==> config.mk <==
export PLATFORM = sky130hd
export DESIGN_NAME = uart_tx_arbiter_flat
export DESIGN_NICKNAME = d
export VERILOG_FILES = /design/src/rtl/uart_tx_arbiter_if.sv /design/src/rtl/uart_tx_arbiter.sv /design/src/flat_wrapper.sv
export SDC_FILE = /design/constraint.sdc
export NUM_CORES = 1
export LEC_CHECK = 0
export BUFFER_PORTS_ARGS = -buffer_cell sky130_fd_sc_hd__buf_4
export CELL_PAD_IN_SITES_DETAIL_PLACEMENT = 1
export CELL_PAD_IN_SITES_GLOBAL_PLACEMENT = 2
export CORE_MARGIN = 2
export CORE_UTILIZATION = 26
export CTS_CLUSTER_SIZE = 24
export DETAILED_ROUTE_END_ITERATION = 10
export GPL_TIMING_DRIVEN = 0
export PLACE_DENSITY_LB_ADDON = 0.1
export SLEW_MARGIN = 25
export SYNTH_ARGS = -nofsm -noshare
export SYNTH_HDL_FRONTEND = slang
export SYNTH_SLANG_ARGS = --single-unit
==> constraint.sdc <==
create_clock -name clk -period 1.38 [get_ports clk]
set_input_delay 0 -clock clk [delete_from_list [all_inputs] [get_ports clk]]
set_output_delay 0 -clock clk [all_outputs]
set_load 0.1 [all_outputs]
==> src/rtl/uart_tx_arbiter_if.sv <==
// Handshake bundle between packet producers, the UART_tx byte sender
// and the round-robin transmit arbiter.
interface uart_tx_arbiter_if #(
   parameter int NUM_REQ   = 2,
   parameter int PKT_BYTES = 4
);
   logic [NUM_REQ-1:0]             req;
   logic [NUM_REQ*PKT_BYTES*8-1:0] pkt_data;
   logic [NUM_REQ-1:0]             ack;
   logic [NUM_REQ-1:0]             grant;
   logic                           busy;
   logic                           tx_trmt;
   logic [7:0]                     tx_data;
   logic                           tx_done;

   modport master (
      output req, pkt_data, tx_done,
      input  ack, grant, busy, tx_trmt, tx_data
   );

   modport slave (
      input  req, pkt_data, tx_done,
      output ack, grant, busy, tx_trmt, tx_data
   );
endinterface

==> src/rtl/uart_tx_arbiter.sv <==
// Round-robin arbiter sharing one UART_tx between NUM_REQ packet sources;
// latches the winning packet and streams it out byte 0 first.
module uart_tx_arbiter #(
   parameter int NUM_REQ   = 2,
   parameter int PKT_BYTES = 4
) (
   input logic               clk,
   input logic               rst,
   uart_tx_arbiter_if.slave  bus
);
   localparam int PW    = (NUM_REQ > 1) ? $clog2(NUM_REQ) : 1;
   localparam int BW    = (PKT_BYTES > 1) ? $clog2(PKT_BYTES) : 1;
   localparam int PKT_W = PKT_BYTES * 8;

   localparam logic [PW-1:0] LAST_REQ  = PW'(NUM_REQ - 1);
   localparam logic [BW-1:0] LAST_BYTE = BW'(PKT_BYTES - 1);

   typedef enum logic [1:0] {
      IDLE,
      SEND,
      WAIT,
      DONE
   } state_e;

   state_e           state_q, state_d;
   logic [PW-1:0]    win_q, win_d;
   logic [PW-1:0]    rr_ptr_q, rr_ptr_d;
   logic [BW-1:0]    byte_idx_q, byte_idx_d;
   logic [PKT_W-1:0] pkt_q, pkt_d;

   logic             found;
   logic [PW-1:0]    pick;
   logic             last_byte;

   // Scan starting at rr_ptr so the last winner is always checked last
   always_comb begin
      int            idx_i;
      logic [PW-1:0] idx_p;
      found = 1'b0;
      pick  = rr_ptr_q;
      idx_i = 0;
      idx_p = '0;
      for (int k = 0; k < NUM_REQ; k++) begin
         idx_i = int'(rr_ptr_q) + k;
         if (idx_i >= NUM_REQ) begin
            idx_i = idx_i - NUM_REQ;
         end
         idx_p = PW'(idx_i);
         if (!found && bus.req[idx_p]) begin
            found = 1'b1;
            pick  = idx_p;
         end
      end
   end

   assign last_byte = (byte_idx_q == LAST_BYTE);

   always_ff @(posedge clk) begin
      if (rst) begin
         state_q <= IDLE;
      end else begin
         state_q <= state_d;
      end
   end

   always_comb begin
      state_d = state_q;
      unique case (state_q)
         IDLE: begin
            if (found) begin
               state_d = SEND;
            end
         end
         SEND: begin
            state_d = WAIT;
         end
         WAIT: begin
            if (bus.tx_done) begin
               state_d = last_byte ? DONE : SEND;
            end
         end
         DONE: begin
            state_d = IDLE;
         end
         default: begin
            state_d = IDLE;
         end
      endcase
   end

   always_ff @(posedge clk) begin
      if (rst) begin
         win_q      <= '0;
         rr_ptr_q   <= '0;
         byte_idx_q <= '0;
         pkt_q      <= '0;
      end else begin
         win_q      <= win_d;
         rr_ptr_q   <= rr_ptr_d;
         byte_idx_q <= byte_idx_d;
         pkt_q      <= pkt_d;
      end
   end

   // Packet is sampled only on the IDLE->SEND edge
   always_comb begin
      win_d      = win_q;
      rr_ptr_d   = rr_ptr_q;
      byte_idx_d = byte_idx_q;
      pkt_d      = pkt_q;
      unique case (state_q)
         IDLE: begin
            if (found) begin
               win_d      = pick;
               byte_idx_d = '0;
               pkt_d      = bus.pkt_data[int'(pick)*PKT_W +: PKT_W];
            end
         end
         WAIT: begin
            if (bus.tx_done && !last_byte) begin
               byte_idx_d = byte_idx_q + BW'(1);
            end
         end
         DONE: begin
            rr_ptr_d = (win_q == LAST_REQ) ? '0 : win_q + PW'(1);
         end
         default: begin
         end
      endcase
   end

   always_comb begin
      bus.grant   = '0;
      bus.ack     = '0;
      bus.busy    = 1'b0;
      bus.tx_trmt = 1'b0;
      bus.tx_data = 8'h00;
      unique case (state_q)
         SEND: begin
            bus.busy       = 1'b1;
            bus.grant[win_q] = 1'b1;
            bus.tx_trmt    = 1'b1;
            bus.tx_data    = pkt_q[{byte_idx_q, 3'b000} +: 8];
         end
         WAIT: begin
            bus.busy       = 1'b1;
            bus.grant[win_q] = 1'b1;
            bus.tx_data    = pkt_q[{byte_idx_q, 3'b000} +: 8];
         end
         DONE: begin
            bus.busy       = 1'b1;
            bus.grant[win_q] = 1'b1;
            bus.ack[win_q]   = 1'b1;
         end
         default: begin
         end
      endcase
   end
endmodule
==> src/flat_wrapper.sv <==
// flat-port wrapper written by rule: the top's interface ports become plain ports
module uart_tx_arbiter_flat 
#(
   parameter int NUM_REQ   = 2,
   parameter int PKT_BYTES = 4
)
  (clk, rst, bus_req, bus_pkt_data, bus_tx_done, bus_ack, bus_grant, bus_busy, bus_tx_trmt, bus_tx_data);
  uart_tx_arbiter_if #(.NUM_REQ(NUM_REQ), .PKT_BYTES(PKT_BYTES)) bus_i ();
  input logic clk;
  input logic rst;
  input wire logic [$bits(bus_i.req)-1:0] bus_req;
  input wire logic [$bits(bus_i.pkt_data)-1:0] bus_pkt_data;
  input wire logic [$bits(bus_i.tx_done)-1:0] bus_tx_done;
  output wire logic [$bits(bus_i.ack)-1:0] bus_ack;
  output wire logic [$bits(bus_i.grant)-1:0] bus_grant;
  output wire logic [$bits(bus_i.busy)-1:0] bus_busy;
  output wire logic [$bits(bus_i.tx_trmt)-1:0] bus_tx_trmt;
  output wire logic [$bits(bus_i.tx_data)-1:0] bus_tx_data;
  assign bus_i.req = bus_req;
  assign bus_i.pkt_data = bus_pkt_data;
  assign bus_i.tx_done = bus_tx_done;
  assign bus_ack = bus_i.ack;
  assign bus_grant = bus_i.grant;
  assign bus_busy = bus_i.busy;
  assign bus_tx_trmt = bus_i.tx_trmt;
  assign bus_tx_data = bus_i.tx_data;
  uart_tx_arbiter #(.NUM_REQ(NUM_REQ), .PKT_BYTES(PKT_BYTES)) u_core (.clk(clk), .rst(rst), .bus(bus_i));
endmodule
==> flow_summary_export.csv, run 1 <==
group,metric,value,unit
run_status,status,"finished, violations left",
critical_path,crit_path_start_kind,"register",
sta,rsz0062_at_grt,"yes",
logic_synthesis,syn_inst,291,
clocking,clockBufferDepth,2,
route,routed_via_density,5.346,
clocking,path_clk_slew,0.08,ns
logic_synthesis,netlist_area,0.002532,mm²
worst_hold_path,min_path_type,"input port to register",
clocking,cts_tree,"done",
finish,area_growth,100.3,%
critical_path,crit_slowest_cell,"dfxtp_4",
grt,grt_usage,0.2236,
logic_synthesis,ys_seq_area_frac,0.3004,
clocking,postCtsHoldBufs,0,
die,row_count,36,
route,drtIter0Drc,93,
route,top_layer,"met4",
placed_design,post_dp_cell_area,0.003371,mm²
clocking,cts_root_buffer,"clkbuf_8",
critical_path,cp_slowest_stage_delay,0.36,ns
sta,finalSetupViolations,45,
grt,first_global_vias,3075,
logic_synthesis,synth_seq_cells,38,
die,core-area,0.009594,mm²
route,wl_per_cell,22.50,µm
die,initial_core_util,0.2640,
route,drt-total-wl,12310,µm
die,die_area,0.01055,mm²
logic_synthesis,syn-num-nets,366,
sta,fin_setup_tns,-8.340,ns
critical_path,crit_fanout,6,
power,pwr_density_cell,1590,mW/mm²
sta,post-route-min-period,1.692,ns
logic_synthesis,ys_warn_count,0,
critical_path,crit_path_cell_trace,"inv_4, ha_4, buf_6, buf_6, o21a_4, buf_8, nor2_4, nor4_2",
route,wl_met1,5443,µm
placed_design,place_ws,-0.4017,ns
job,cap_violations,0,
logic_synthesis,syn_area_per_cell,8.703,µm²
critical_path,crit_required,1.56,ns
logic_synthesis,ys_types,30,
power,vdd_drop_max,542.5,µV
critical_path,worst_ep_arrival_time,1.87,ns
clocking,numCtsBuffers,5,
critical_path,cp_top_family,"buffers and inverters",
critical_path,end_kind,"register",
clocking,h-tree-depth,2,
grt,grt_start_max_net_pins,12,
route,ant_nets,0,
route,drc,0,
sta,drv_slew,0,
route,dr.pass1.iters,6,
die,io_pins,83,
clocking,clock-sinks,38,
finish,finalInstanceArea,0.005072,mm²
critical_path,cp_common_cell,"buf_6",
finish,antenna_cells,0,
power,power_leakage,0.001944,µW
route,wl_met2,6198,µm
finish,utilization,0.5287,
die,die_w,102.7,µm
die,chipHeight,102.7,µm
route,vias,2924,
critical_path,critPathKind,"register to register",
placed_design,place_congestion,0.7999,
sta,finalCritPeriodShare,1.226,
finish,drive_above_1_share,0.6087,
placed_design,place_hpwl,7350,µm
critical_path,crit_buf_inv,4,
route,wl_met3,520,µm
sta,fmax,0.5911,GHz
clocking,worst_skew_pair.late_latency,0.30,ns
sta,worst_pin_slew,1.072,ns
grt,grt_pass1_wl,17690,µm
sta,fin_skew,0.004950,ns
sta,setup_ws,-0.3117,ns
finish,nets,488,
placed_design,io_buffers,81,
sta,relSlewSlack,0.2850,
grt,antenna_found_initial,0,
run_status,violations,"negative setup slack",
grt,overflow,0,
sta,hold_viol,0,
[through the flow]
step	cells	total power (µW)	hold WS (ns)
after floorplan	291	3603	0.2245
after global placement	505	4450	0.3705
after detailed placement	505	4468	0.3844
after CTS	543	7446	0.02298
after global routing	547	8416	0.02221
final	547	8065	0.002490
[metal layers]
metal / up-vias / global-route usage
met5: - / 0
met4: 0 / 0.05333
met3: 9 / 0.03661
met2: 79 / 0.3826
met1: 1465 / 0.2951
li1: 1371 / -
[cell families (layout without fill, tap and decap cells)]
family / after synthesis / after routing / share of synthesized area
and+or+nand+nor: 89 / 89 / 0.1853
DFF: 38 / 38 / 0.3004
adders and majority gates: 6 / 6 / 0.02964
AOI/OAI and AO/OA: 76 / 76 / 0.2861
buffers and inverters: 74 / 197 / 0.1275
muxes: 8 / 8 / 0.07115
[synth_stat cells, drive strengths merged]
| cell | n | area share |
|---|---|---|
| clkbuf | 23 | 0.034 |
| o2111a | 32 | 0.14 |
| buf | 14 | 0.039 |
| nand3b | 1 | 0.0030 |
| nand4 | 1 | 0.0025 |
| nor2b | 4 | 0.0099 |
| o21ai | 1 | 0.0020 |
| ha | 6 | 0.030 |
| nand2 | 1 | 0.0015 |
| inv | 37 | 0.055 |
| a2111oi | 32 | 0.11 |
| nor3 | 2 | 0.0040 |
| mux4 | 8 | 0.071 |
| and2 | 9 | 0.022 |
| dfxtp | 38 | 0.30 |
| or3b | 1 | 0.0035 |
| nand2b | 2 | 0.0049 |
| nor2 | 35 | 0.052 |
| o211ai | 2 | 0.0059 |
| o21a | 1 | 0.0030 |
| nor3b | 1 | 0.0030 |
| nor4 | 32 | 0.079 |
| o21ba | 1 | 0.0040 |
| a311oi | 2 | 0.0069 |
| a21oi | 2 | 0.0040 |
| a31oi | 3 | 0.0074 |
[worst register-to-register path, stage by stage, from the launching register on]
cell and delay (ns):
dfxtp_4 0.36, inv_4 0.06, ha_4 0.16, buf_6 0.10
buf_6 0.12, o21a_4 0.23, buf_8 0.17, nor2_4 0.05
nor4_2 0.34
[timing repair]
action,4_1_cts,5_1_grt
gates cloned,3,3
gates resized for setup,214,56
setup endpoints to repair,47,48
setup buffers,27,5
pin swaps,53,35
[placed cells by master (no fill, tap or decap), types with 2 or more instances in the layout]
cell       count
and2_4         8
nor4_1        14
inv_1         32
nor2_4         7
clkbuf_8       9
dfxtp_1       35
buf_12        13
clkbuf_1       8
nor2b_4        2
a21oi_2        2
buf_8         11
nor2_2         6
a2111oi_4     32
buf_4         77
o211ai_1       2
nor3_1         2
buf_6         23
clkbuf_16      6
nor2b_1        2
nor2_1        22
nand2b_1       2
mux4_2         8
dfxtp_4        3
ha_1           2
a31oi_1        2
clkbuf_2       8
nor4_2        18
ha_4           3
buf_2          2
o2111a_1      32
inv_2          2
inv_4          2
a311oi_1       2
[final timing paths]
path / startpoint / to / slack [ns] / depth (start not counted)
setup / recovery: u_core.state_q[1] / u_core.pkt_q[7] / -0.31 / 8
hold / removal: bus_pkt_data[10] / u_core.pkt_q[10] / 0.002 / 3
setup reg to reg: u_core.state_q[1] / u_core.pkt_q[7] / -0.31 / 8
hold reg to reg: u_core.pkt_q[0] / u_core.pkt_q[0] / 0.51 / 2
[report_power, final]
part | internal [µW] | total [µW] | switching, µW
registers | 1380 | 1660 | 280
clock network | 404 | 827 | 423
logic | 2660 | 5580 | 2920
[flip-flops by register name, summed over array words and instances, names as in the netlist]
| name | flops |
|---|---|
| u_core.pkt_q | 32 |
| u_core.byte_idx_q | 2 |
| u_core.state_q | 2 |
| u_core.rr_ptr_q | 1 |
| u_core.win_q | 1 |
[final cells by class]
cell class / instances / area, µm²
sequential: 38 / 772.0
clock buffer: 7 / 86.33
inverter: 37 / 147.6
timing repair buffer: 116 / 1202
tap: 133 / 166.4
fill: 1027 / 4522
buffer: 36 / 339.1
multi-input combinational: 179 / 2354
clock inverter: 1 / 5.005
Power figures use the tool's default switching activity.
==> run 2: changes to the inputs <==
--- a/config.mk
+++ b/config.mk
@@ -9,7 +9,8 @@
 export CELL_PAD_IN_SITES_DETAIL_PLACEMENT = 1
 export CELL_PAD_IN_SITES_GLOBAL_PLACEMENT = 2
 export CORE_MARGIN = 2
-export CORE_UTILIZATION = 26
+export CORE_UTILIZATION = 31
+export CTS_CLUSTER_DIAMETER = 120
 export CTS_CLUSTER_SIZE = 24
 export DETAILED_ROUTE_END_ITERATION = 10
 export GPL_TIMING_DRIVEN = 0
==> constraint.sdc (replaced) <==
create_clock -name clk -period 2.2 [get_ports clk]
set_input_delay 0 -clock clk [delete_from_list [all_inputs] [get_ports clk]]
set_output_delay 0 -clock clk [all_outputs]
set_load 0.1 [all_outputs]
==> flow_summary_export.csv, run 2 (same netlist as run 1, synthesis figures left out) <==
group,metric,value,unit
run_status,status,"completed",
finish,nets,454,
critical_path,worst_ep_arrival_time,1.91,ns
route,drtIter0Drc,120,
finish,area_growth,32.16,%
clocking,worst_skew_pair.late_latency,0.30,ns
grt,antenna_found_initial,0,
power,p_comb_frac,0.531,
placed_design,io_buffers,81,
finish,seq_area,760.7,µm²
sta,relSlewSlack,0.6368,
route,drt-total-wl,9086,µm
critical_path,crit_required,2.20,ns
power,power_leakage,0.001472,µW
placed_design,place_hpwl,6864,µm
sta,post-route-min-period,1.910,ns
finish,finalInstanceArea,0.003347,mm²
power,p_sw_frac,0.4907,
critical_path,crit_fanout,10,
clocking,clock-sinks,38,
route,drc,0,
route,routed_via_density,5.568,
worst_hold_path,min_path_type,"input port to register",
sta,drv_slew,0,
finish,mostFrequentLayoutCell,"buf_4",
die,die_w,94.39,µm
grt,first_global_vias,2751,
sta,hold_viol,0,
grt,overflow,0,
placed_design,place_congestion,0.7739,
clocking,postCtsHoldBufs,0,
clocking,path_clk_slew,0.08,ns
finish,final_cell_mix,"83 x buf_4, 38 x dfxtp_1, 36 x inv_1, 35 x nor2_1",
power,pwr_density_cell,938.3,mW/mm²
clocking,h-tree-depth,2,
sta,rsz0062_at_grt,"no",
power,seq_power_share,0.317,
clocking,cts_root_buffer,"clkbuf_8",
clocking,numCtsBuffers,5,
critical_path,critPathKind,"register to primary output",
critical_path,crit_path_start_kind,"register",
die,io_pins,83,
clocking,cts_tree,"done",
sta,fmax,0.5236,GHz
critical_path,end_kind,"primary output",
power,switchingPower,1541,µW
sta,finalSetupViolations,0,
finish,fill_cells,960,
finish,largest_reg_flops,32,
route,dr.pass1.iters,4,
sta,worst_pin_slew,0.5310,ns
finish,top_register,"u_core.pkt_q",
job,cap_violations,0,
die,core-area,0.007807,mm²
finish,multi_input_area,0.001451,mm²
finish,top_regs,"u_core.pkt_q (32), u_core.byte_idx_q (2), u_core.state_q (2)",
power,pwr-share-clk,0.152,
die,initial_core_util,0.3244,
power,vdd_drop_max,292.4,µV
clocking,cts_resized,0,
die,chipHeight,94.39,µm
route,ant_nets,0,
die,die_area,0.008909,mm²
finish,antenna_cells,0,
grt,grt_pass1_wl,14510,µm
route,wl_per_cell,18.89,µm
finish,drive_above_1_share,0.2876,
clocking,clockBufferDepth,2,
grt,grt_usage,0.2129,
sta,finalCritPeriodShare,0.8681,
grt,grt_start_max_net_pins,11,
route,vias,2678,
power,internal-power,1600,µW
placed_design,post_dp_cell_area,0.003271,mm²
clocking,post_cts_buffers,0,
die,row_count,32,
sta,fin_skew,0.006112,ns
sta,fin_setup_tns,0,ns
## run 2: cell count changes in the layout (fill, tap and decap cells not counted), sizes merged
cell / before / now
buf: 127 / 95
clkbuf: 32 / 30
clkinv: 1 / 0
clkinvlp: 1 / 0
inv: 36 / 37
## run 2: path summary, 6_finish.rpt
kind,start,endpoint,slack [ns],cells after the start
max,u_core.byte_idx_q[0],bus_tx_data[6],0.29,4
min,bus_pkt_data[8],u_core.pkt_q[8],0.07,3
max reg2reg,u_core.state_q[0],u_core.pkt_q[9],0.34,7
min reg2reg,u_core.pkt_q[29],u_core.pkt_q[29],0.51,2
## run 2: routing by layer
metal	share of wire	GRT usage	vias up
li1	-	-	1301
met1	0.47	0.2907	1309
met2	0.48	0.3536	62
met3	0.047	0.03751	6
met4	0.0067	0.04589	0
met5	0	0	-
## run 2: critical path: stages (launching register included)
cell	delay (ns)
dfxtp_1	0.34
buf_2	0.30
mux4_2	0.56
and2_1	0.17
buf_4	0.23
## run 2: area by class of cell
type | count | share of cell area
repair buffers | 81 | 0.1817
clock buffers | 7 | 0.02280
plain buffers | 37 | 0.05495
multi-input cells | 179 | 0.4336
well taps | 102 | 0.03813
inverters | 37 | 0.04150
flip-flops and latches | 38 | 0.2273
## run 2: stage by stage
| stage | setup WS, ns | total power, µW | util | cells | hold WS [ns] |
|---|---|---|---|---|---|
| 5_1_grt | 0.07536 | 3333 | 0.4287 | 481 | 0.1033 |
| 3_5_place_dp | 0.2832 | 2680 | 0.4189 | 474 | 0.3859 |
| 3_3_place_gp | 0.3693 | 2657 | 0.4189 | 474 | 0.3708 |
| 6_report | 0.2902 | 3141 | 0.4287 | 481 | 0.07315 |
| 2_1_floorplan | 0.1678 | 2161 | - | 291 | 0.2245 |
| 4_1_cts | 0.2638 | 3158 | 0.4287 | 481 | 0.07599 |
## run 2: power groups by stage
stage | clock network (µW) | registers, µW | logic, µW
finish | 478 | 996 | 1670
global placement | 0 | 1010 | 1650
floorplan | 0 | 937 | 1220
CTS | 486 | 994 | 1680
detailed placement | 0 | 1010 | 1670
global route | 508 | 1010 | 1820
